===== src/rtl/flappy_pkg.sv =====
// Shared types, geometry defaults and BCD helper for the flappy datapath.
package flappy_pkg;

    // One-hot game-control states
    typedef enum logic [2:0] {
        S_INIT  = 3'b001,
        S_COUNT = 3'b010,
        S_STOP  = 3'b100
    } state_e;

    // Default playfield geometry
    localparam int unsigned SCREEN_W         = 640;
    localparam int unsigned PIPE_WIDTH_DEF   = 61;
    localparam int unsigned PIPE_SPACING_DEF = 142;
    localparam int unsigned BIRD_X_DEF       = 230;

    // Passes between speed increments when the ramp is built in
    localparam int unsigned RAMP_PASSES      = 8;

    // Increment one BCD digit with carry-in; returns {carry_out, digit}
    function automatic logic [4:0] bcd_digit_inc(input logic [3:0] digit, input logic cin);
        logic [4:0] res;
        if (!cin) begin
            res = {1'b0, digit};
        end else if (digit >= 4'd9) begin
            res = {1'b1, 4'd0};
        end else begin
            res = {1'b0, digit + 4'd1};
        end
        return res;
    endfunction

endpackage


===== src/rtl/bcd_score_counter.sv =====
// Multi-digit BCD counter with synchronous clear; wraps from all-9s to zero.
module bcd_score_counter
    import flappy_pkg::*;
#(
    parameter int unsigned SCORE_DIGITS = 2
) (
    input  logic                        clk,
    input  logic                        reset,
    input  logic                        clear,
    input  logic                        inc,
    output logic [4*SCORE_DIGITS-1:0]   score
);

    logic [4*SCORE_DIGITS-1:0] score_q, score_d;
    logic                      carry;
    logic [4:0]                digit_res;

    // Ripple the increment through the digits, least significant first
    always_comb begin
        score_d   = score_q;
        carry     = inc;
        digit_res = '0;
        if (clear) begin
            score_d = '0;
        end else begin
            for (int unsigned d = 0; d < SCORE_DIGITS; d++) begin
                digit_res              = bcd_digit_inc(score_q[d*4 +: 4], carry);
                score_d[d*4 +: 4]      = digit_res[3:0];
                carry                  = digit_res[4];
            end
        end
    end

    // Score register
    always_ff @(posedge clk) begin
        if (reset) begin
            score_q <= '0;
        end else begin
            score_q <= score_d;
        end
    end

    assign score = score_q;

endmodule


===== src/rtl/pipe_scroller.sv =====
// Pipe X-coordinate engine: scrolls NUM_PIPES pipes left on each frame tick,
// respawns expired pipes behind the field, tracks the in-scope pipe and score.
// Optional feature macro: SPEED_RAMP_EN (latched step that ramps up with passes).
module pipe_scroller
    import flappy_pkg::*;
#(
    parameter int unsigned NUM_PIPES    = 5,
    parameter int unsigned COORD_W      = 10,
    parameter int unsigned PIPE_WIDTH   = PIPE_WIDTH_DEF,
    parameter int unsigned PIPE_SPACING = PIPE_SPACING_DEF,
    parameter int unsigned BIRD_X       = BIRD_X_DEF,
    parameter int unsigned FIRST_PIPE   = 2,
    parameter int unsigned SCORE_DIGITS = 2,
    parameter int unsigned STEP_W       = 3
) (
    input  logic                           clk,
    input  logic                           reset,
    input  logic                           start,
    input  logic                           stop,
    input  logic                           ack,
    input  logic                           tick,
    input  logic [STEP_W-1:0]              speed,
    output logic [NUM_PIPES*COORD_W-1:0]   edge_l,
    output logic [NUM_PIPES*COORD_W-1:0]   edge_r,
    output logic [2:0]                     out_pipe,
    output logic [4*SCORE_DIGITS-1:0]      score,
    output logic                           pass_pulse,
    output logic                           q_initial,
    output logic                           q_count,
    output logic                           q_stop
);

    localparam int unsigned IDX_W = 3;

    typedef logic [COORD_W-1:0] coord_t;

    state_e            state_q, state_d;
    coord_t            left_q  [NUM_PIPES];
    coord_t            left_d  [NUM_PIPES];
    coord_t            right_q [NUM_PIPES];
    coord_t            right_d [NUM_PIPES];
    logic [IDX_W-1:0]  out_pipe_q, out_pipe_d;
    logic              pass_pulse_q, pass_pulse_d;

    logic              pass_now;
    logic              start_now;
    logic              score_clear;
    logic [STEP_W-1:0] step;
    coord_t            step_c;
    logic [IDX_W:0]    slot_idx;

`ifdef SPEED_RAMP_EN
    localparam int unsigned RAMP_W = $clog2(RAMP_PASSES);

    logic [STEP_W-1:0] step_q, step_d;
    logic [RAMP_W-1:0] ramp_cnt_q, ramp_cnt_d;

    // Latch speed at game start, then bump it every RAMP_PASSES passes
    always_comb begin
        step_d     = step_q;
        ramp_cnt_d = ramp_cnt_q;
        if (start_now) begin
            step_d     = speed;
            ramp_cnt_d = '0;
        end else if (pass_now) begin
            if (ramp_cnt_q == RAMP_W'(RAMP_PASSES - 1)) begin
                ramp_cnt_d = '0;
                if (step_q != '1) begin
                    step_d = step_q + 1'b1;
                end
            end else begin
                ramp_cnt_d = ramp_cnt_q + 1'b1;
            end
        end
    end

    // Ramp registers
    always_ff @(posedge clk) begin
        if (reset) begin
            step_q     <= '0;
            ramp_cnt_q <= '0;
        end else begin
            step_q     <= step_d;
            ramp_cnt_q <= ramp_cnt_d;
        end
    end

    assign step = step_q;
`else
    assign step = speed;
`endif

    assign step_c    = COORD_W'(step);
    assign start_now = (state_q == S_INIT) && start;

    // Next-state and coordinate update; every pipe uses pre-update values only
    always_comb begin
        state_d      = state_q;
        left_d       = left_q;
        right_d      = right_q;
        out_pipe_d   = out_pipe_q;
        pass_pulse_d = 1'b0;
        pass_now     = 1'b0;
        score_clear  = 1'b0;
        case (state_q)
            S_INIT: begin
                for (int unsigned i = 0; i < NUM_PIPES; i++) begin
                    left_d[i]  = COORD_W'(i * PIPE_SPACING);
                    right_d[i] = COORD_W'(i * PIPE_SPACING + PIPE_WIDTH);
                end
                out_pipe_d  = IDX_W'(FIRST_PIPE);
                score_clear = 1'b1;
                if (start) begin
                    state_d = S_COUNT;
                end
            end
            S_COUNT: begin
                if (stop) begin
                    state_d = S_STOP;
                end else if (tick) begin
                    for (int unsigned i = 0; i < NUM_PIPES; i++) begin
                        if (right_q[i] <= step_c) begin
                            // Anchor on the predecessor's old left so spacing stays exact
                            left_d[i]  = left_q[(i + NUM_PIPES - 1) % NUM_PIPES]
                                         + COORD_W'(PIPE_SPACING) - step_c;
                            right_d[i] = left_q[(i + NUM_PIPES - 1) % NUM_PIPES]
                                         + COORD_W'(PIPE_SPACING + PIPE_WIDTH) - step_c;
                        end else begin
                            right_d[i] = right_q[i] - step_c;
                            left_d[i]  = (left_q[i] > step_c) ? (left_q[i] - step_c) : '0;
                        end
                    end
                    if (right_q[out_pipe_q] < COORD_W'(BIRD_X)) begin
                        pass_now     = 1'b1;
                        pass_pulse_d = 1'b1;
                        out_pipe_d   = (out_pipe_q == IDX_W'(NUM_PIPES - 1)) ? '0
                                                                             : out_pipe_q + 1'b1;
                    end
                end
            end
            S_STOP: begin
                if (ack) begin
                    state_d = S_INIT;
                end
            end
            default: begin
                state_d = S_INIT;
            end
        endcase
    end

    // State, coordinate and index registers; reset loads the INIT values directly
    always_ff @(posedge clk) begin
        if (reset) begin
            state_q      <= S_INIT;
            pass_pulse_q <= 1'b0;
            out_pipe_q   <= IDX_W'(FIRST_PIPE);
            for (int unsigned i = 0; i < NUM_PIPES; i++) begin
                left_q[i]  <= COORD_W'(i * PIPE_SPACING);
                right_q[i] <= COORD_W'(i * PIPE_SPACING + PIPE_WIDTH);
            end
        end else begin
            state_q      <= state_d;
            pass_pulse_q <= pass_pulse_d;
            out_pipe_q   <= out_pipe_d;
            left_q       <= left_d;
            right_q      <= right_d;
        end
    end

    bcd_score_counter #(
        .SCORE_DIGITS (SCORE_DIGITS)
    ) u_score (
        .clk   (clk),
        .reset (reset),
        .clear (score_clear),
        .inc   (pass_now),
        .score (score)
    );

    // Reorder edges so slot 0 is the in-scope pipe, then outward
    always_comb begin
        edge_l   = '0;
        edge_r   = '0;
        slot_idx = '0;
        for (int unsigned k = 0; k < NUM_PIPES; k++) begin
            slot_idx = {1'b0, out_pipe_q} + (IDX_W + 1)'(k);
            if (slot_idx >= (IDX_W + 1)'(NUM_PIPES)) begin
                slot_idx = slot_idx - (IDX_W + 1)'(NUM_PIPES);
            end
            edge_l[k*COORD_W +: COORD_W] = left_q[slot_idx[IDX_W-1:0]];
            edge_r[k*COORD_W +: COORD_W] = right_q[slot_idx[IDX_W-1:0]];
        end
    end

    assign out_pipe   = out_pipe_q;
    assign pass_pulse = pass_pulse_q;
    assign q_initial  = (state_q == S_INIT);
    assign q_count    = (state_q == S_COUNT);
    assign q_stop     = (state_q == S_STOP);

endmodule


===== config.mk =====
export PLATFORM = sky130hd
export DESIGN_NAME = pipe_scroller
export DESIGN_NICKNAME = d
export VERILOG_FILES = /design/src/rtl/flappy_pkg.sv /design/src/rtl/bcd_score_counter.sv /design/src/rtl/pipe_scroller.sv
export SDC_FILE = /design/constraint.sdc
export NUM_CORES = 1
export LEC_CHECK = 0
export BUFFER_PORTS_ARGS = -buffer_cell sky130_fd_sc_hd__buf_2
export CORE_MARGIN = 2
export CORE_UTILIZATION = 49
export DETAILED_ROUTE_END_ITERATION = 8
export PLACE_DENSITY_LB_ADDON = 0.2
export SYNTH_ARGS = -nofsm -noshare
export SYNTH_HDL_FRONTEND = slang
export SYNTH_SLANG_ARGS = --single-unit

===== constraint.sdc =====
create_clock -name clk -period 8 [get_ports clk]
set_input_delay 1.6 -clock clk [delete_from_list [all_inputs] [get_ports clk]]
set_output_delay 1.6 -clock clk [all_outputs]
set_load 0.005 [all_outputs]

==> flow_metrics.py <==
metrics = {
    "run_status": {
        "status": "complete, but fails checks",
        "violations": "DRC",
    },
    "place": {
        "dp_hpwl_mm": 43.6,
        "post_dp_cell_area_sq_um": 15500,
        "io_buffers": 123,
        "place_congestion": 1.00,
    },
    "setup_path": {
        "crit_chain": "inv_1, ha_1, inv_1, nor2_1, a21oi_4, buf_4, nor3b_2, buf_4, a22o_1, buf_2",
        "critPathCaptureType": "output port",
        "path_class": "flip-flop to output port",
        "cpMaxStageDelayCell": "nor3b_2",
        "critPathBufInv": 5,
        "crit_fanout": 21,
        "cpLargestDelayFamily": "buffers and inverters",
        "cpPeakStageDelay_ns": 0.86,
        "r2r-start": "right_q[32]",
        "crit_path_start": "out_pipe[1]",
        "r2r_setup_slack_ns": 4.50,
        "required_ns": 6.40,
        "crit_path_start_kind": "flip-flop",
        "cp_data_arrival_time_ns": 5.12,
    },
    "synth": {
        "syn_area_per_cell_sq_um": 8.10,
        "synthArstFlopShare_pct": 0,
        "ys.flop_type": "dfxtp_1",
        "synth_warnings": 0,
        "syn_area_sq_um": 14800,
        "synth_edf_count": 0,
        "yosysMostFrequentCell": "a21oi_1",
        "yosysSeqAreaShare_pct": 15.6,
        "syn-num-nets": 2002,
        "yosys.area.top_type": "dfxtp_1",
        "synth_area_leaders": "dfxtp_1 (16%), ha_1 (12%), mux4_2 (12%), a21oi_1 (5.2%), a22o_1 (5.0%)",
        "yosysTopAreaCellShare_pct": 15.6,
        "synthDistinctLibCells": 91,
        "ys_top_cells_by_count": "a21oi_1 (155), ha_1 (140), nand2_1 (140), o21ai_0 (130), inv_1 (128)",
        "ys_ff_latch": 115,
        "syn-instance-count": 1827,
    },
    "timing": {
        "period_needed_ns": 6.72,
        "period_share_pct": 84.0,
        "rsz0062_at_grt": "no",
        "finalSetupViolations": 0,
        "maxSlewHeadroom_pct": 9.36,
        "fin_tns_setup_ns": 0,
        "worst_pin_slew_ns": 1.36,
        "slew_violations": 0,
        "skew_ns": 0.0122,
        "final_hold_viol_count": 0,
        "fmax_ghz": 0.149,
    },
    "finish": {
        "nFillCells": 2793,
        "fin_area_sq_um": 16200,
        "fin_nets": 2021,
        "areaGrowthSynthToFinish_pct": 9.64,
        "drive_gt1_share_pct": 17.1,
        "seqCellArea_sq_um": 2300,
        "multi_input_area_sq_um": 11400,
    },
    "clock_tree": {
        "cts_buffers": 17,
        "clk_pin_slew_worst_paths_ns": 0.06,
        "cts_setup_buffers": 0,
        "cts_resized": 0,
        "cts_tree": "built",
        "root_buffer": "clkbuf_16",
        "clock-sinks": 115,
        "htree_num_levels": 4,
        "postCtsHoldBufs": 0,
        "clk_path_buf_depth": 2,
        "insertion_delay_ns": 0.45,
    },
    "die": {
        "coreArea_sq_um": 29700,
        "start_util_pct": 49.8,
        "fp.dieH_um": 178,
        "die_w_um": 178,
        "ios": 124,
        "rows": 63,
        "die-area_sq_um": 31600,
    },
    "detailed_routing": {
        "first_iter_violations": 2436,
        "drt_first_pass_iters": 9,
        "vias": 15700,
        "viasPerCell": 6.99,
        "wl_mm": 61.6,
        "drtAntennaViolNets": 0,
        "drc": 3,
        "wire_per_inst_um": 27.4,
    },
    "global_route": {
        "antenna_found_initial": 1,
        "grt_pass1_vias": 14300,
        "grt_overflow_total": 0,
        "grt_pass1_wl_mm": 90.5,
        "grt_max_degree": 39,
        "grt_util_all_layers_pct": 38.8,
    },
    "power": {
        "p_clk_share_pct": 52.9,
        "pwr-share-comb_pct": 12.8,
        "power_density_nw_per_um2": 104,
        "p_leak_nw": 6.69,
        "p_seq_share_pct": 34.4,
        "switchingPower_uw": 459,
        "intPower_mw": 1.23,
        "ir_drop_uv": 137,
        "switching_share_pct": 27.1,
    },
    "hold_path": {
        "hold_path_class": "flip-flop to flip-flop",
        "hold_start": "u_score.score[5]",
    },
    "run": {
        "cap_violations": 0,
    },
}
layout make-up:
| cell class | instances | share of cell area (%) |
|---|---|---|
| multi-input cells | 1423 | 70.2 |
| flip-flops and latches | 115 | 14.2 |
| repair buffers | 157 | 5.37 |
| clock buffers | 24 | 3.09 |
| inverters | 132 | 3.05 |
| well taps | 390 | 3.01 |
| clock inverters | 8 | 1.05 |
| diodes | 1 | 0.0154 |
logic make-up (layout without fill, tap and decap cells):
family                   count (synthesis)  in the layout  share of synthesized area, %
other                                    0              1                             0
XOR/XNOR                                80             80                          4.74
buffers and inverters                  289            321                          8.41
AO/OA/AOI/OAI                          606            606                          27.2
flip-flops                             115            115                          15.6
multiplexers                            83             83                          12.5
AND/OR/NAND/NOR                        488            488                          16.3
adder cells (fa/ha/maj)                166            166                          15.4
cell usage in the layout (no fill, tap or decap), types with 7 or more instances in the layout:
cell type | synthesis | layout
xor2_1 | 24 | 24
nor3b_1 | 15 | 12
o211ai_1 | 25 | 25
clkbuf_16 | 0 | 17
o22ai_1 | 25 | 24
inv_1 | 128 | 128
nor3_1 | 51 | 51
or3_1 | 10 | 10
o221ai_1 | 13 | 13
a22o_1 | 84 | 84
nand3b_1 | 7 | 7
nor4_1 | 11 | 10
o21bai_1 | 10 | 10
buf_4 | 0 | 34
mux4_2 | 76 | 76
nor2b_1 | 23 | 23
or2_2 | 7 | 7
dfxtp_1 | 115 | 115
nand2_1 | 140 | 140
o21ai_0 | 130 | 128
a221oi_1 | 9 | 9
a21o_1 | 27 | 27
a22oi_1 | 10 | 9
a21oi_1 | 155 | 152
nand3_1 | 24 | 24
o31ai_1 | 10 | 10
xnor2_1 | 56 | 51
nor2_1 | 127 | 124
nand2b_1 | 27 | 27
a211o_1 | 8 | 8
a211oi_1 | 20 | 19
a31oi_1 | 12 | 12
nand4_1 | 9 | 9
fa_1 | 26 | 26
ha_1 | 140 | 140
buf_2 | 23 | 123
registers in the layout, summed over array words and instances, names as in the netlist:
signal,flops
left_q,50
pass_pulse,1
out_pipe,3
state_q,3
right_q,50
u_score.score,8
worst register-to-register path, delay by kind of cell (launching register included):
kind	cells	cell delay [ns]
DFF	1	0.55
adders and majority gates	1	0.35
AOI/OAI and AO/OA	3	0.63
and+or+nand+nor	4	1.82
layer usage:
layer / vias to the layer above / part of all wire (%) / routed length (um) / global-route usage [%]
met1: 7392 / 38 / 23500 / 51.0
met5: - / 0.021 / 13 / 0
met2: 1296 / 40 / 24600 / 55.4
met3: 292 / 15 / 9090 / 12.8
li1: 6750 / - / - / -
met4: 2 / 7.1 / 4360 / 22.8
power by group through the flow:
stage	combinational, mW	clock (mW)	sequential, mW
final	0.216	0.896	0.582
after CTS	0.207	0.896	0.582
after floorplan	0.135	0	0.590
after global placement	0.202	0	0.594
after global routing	0.228	0.929	0.582
after detailed placement	0.205	0	0.594
worst paths after layout:
kind | depth (start not counted) | endpoint
setup / recovery | 10 | edge_l[29]
hold / removal | 2 | u_score.score[5]
setup reg to reg | 8 | right_q[30]
hold reg to reg | 2 | u_score.score[5]
metrics by stage:
stage / setup slack, ns / hold WS [ns] / power, mW / cells / utilization, %
6_report: 1.28 / 0.517 / 1.69 / 2250 / 54.6
4_1_cts: 1.45 / 0.522 / 1.68 / 2249 / 54.6
5_1_grt: 1.10 / 0.542 / 1.74 / 2249 / 54.6
3_5_place_dp: 1.95 / 0.515 / 0.800 / 2217 / 52.3
2_1_floorplan: 3.47 / 0.489 / 0.725 / 1827 / -
3_3_place_gp: 2.02 / 0.498 / 0.796 / 2217 / 52.3
Power figures use the tool's default switching activity.
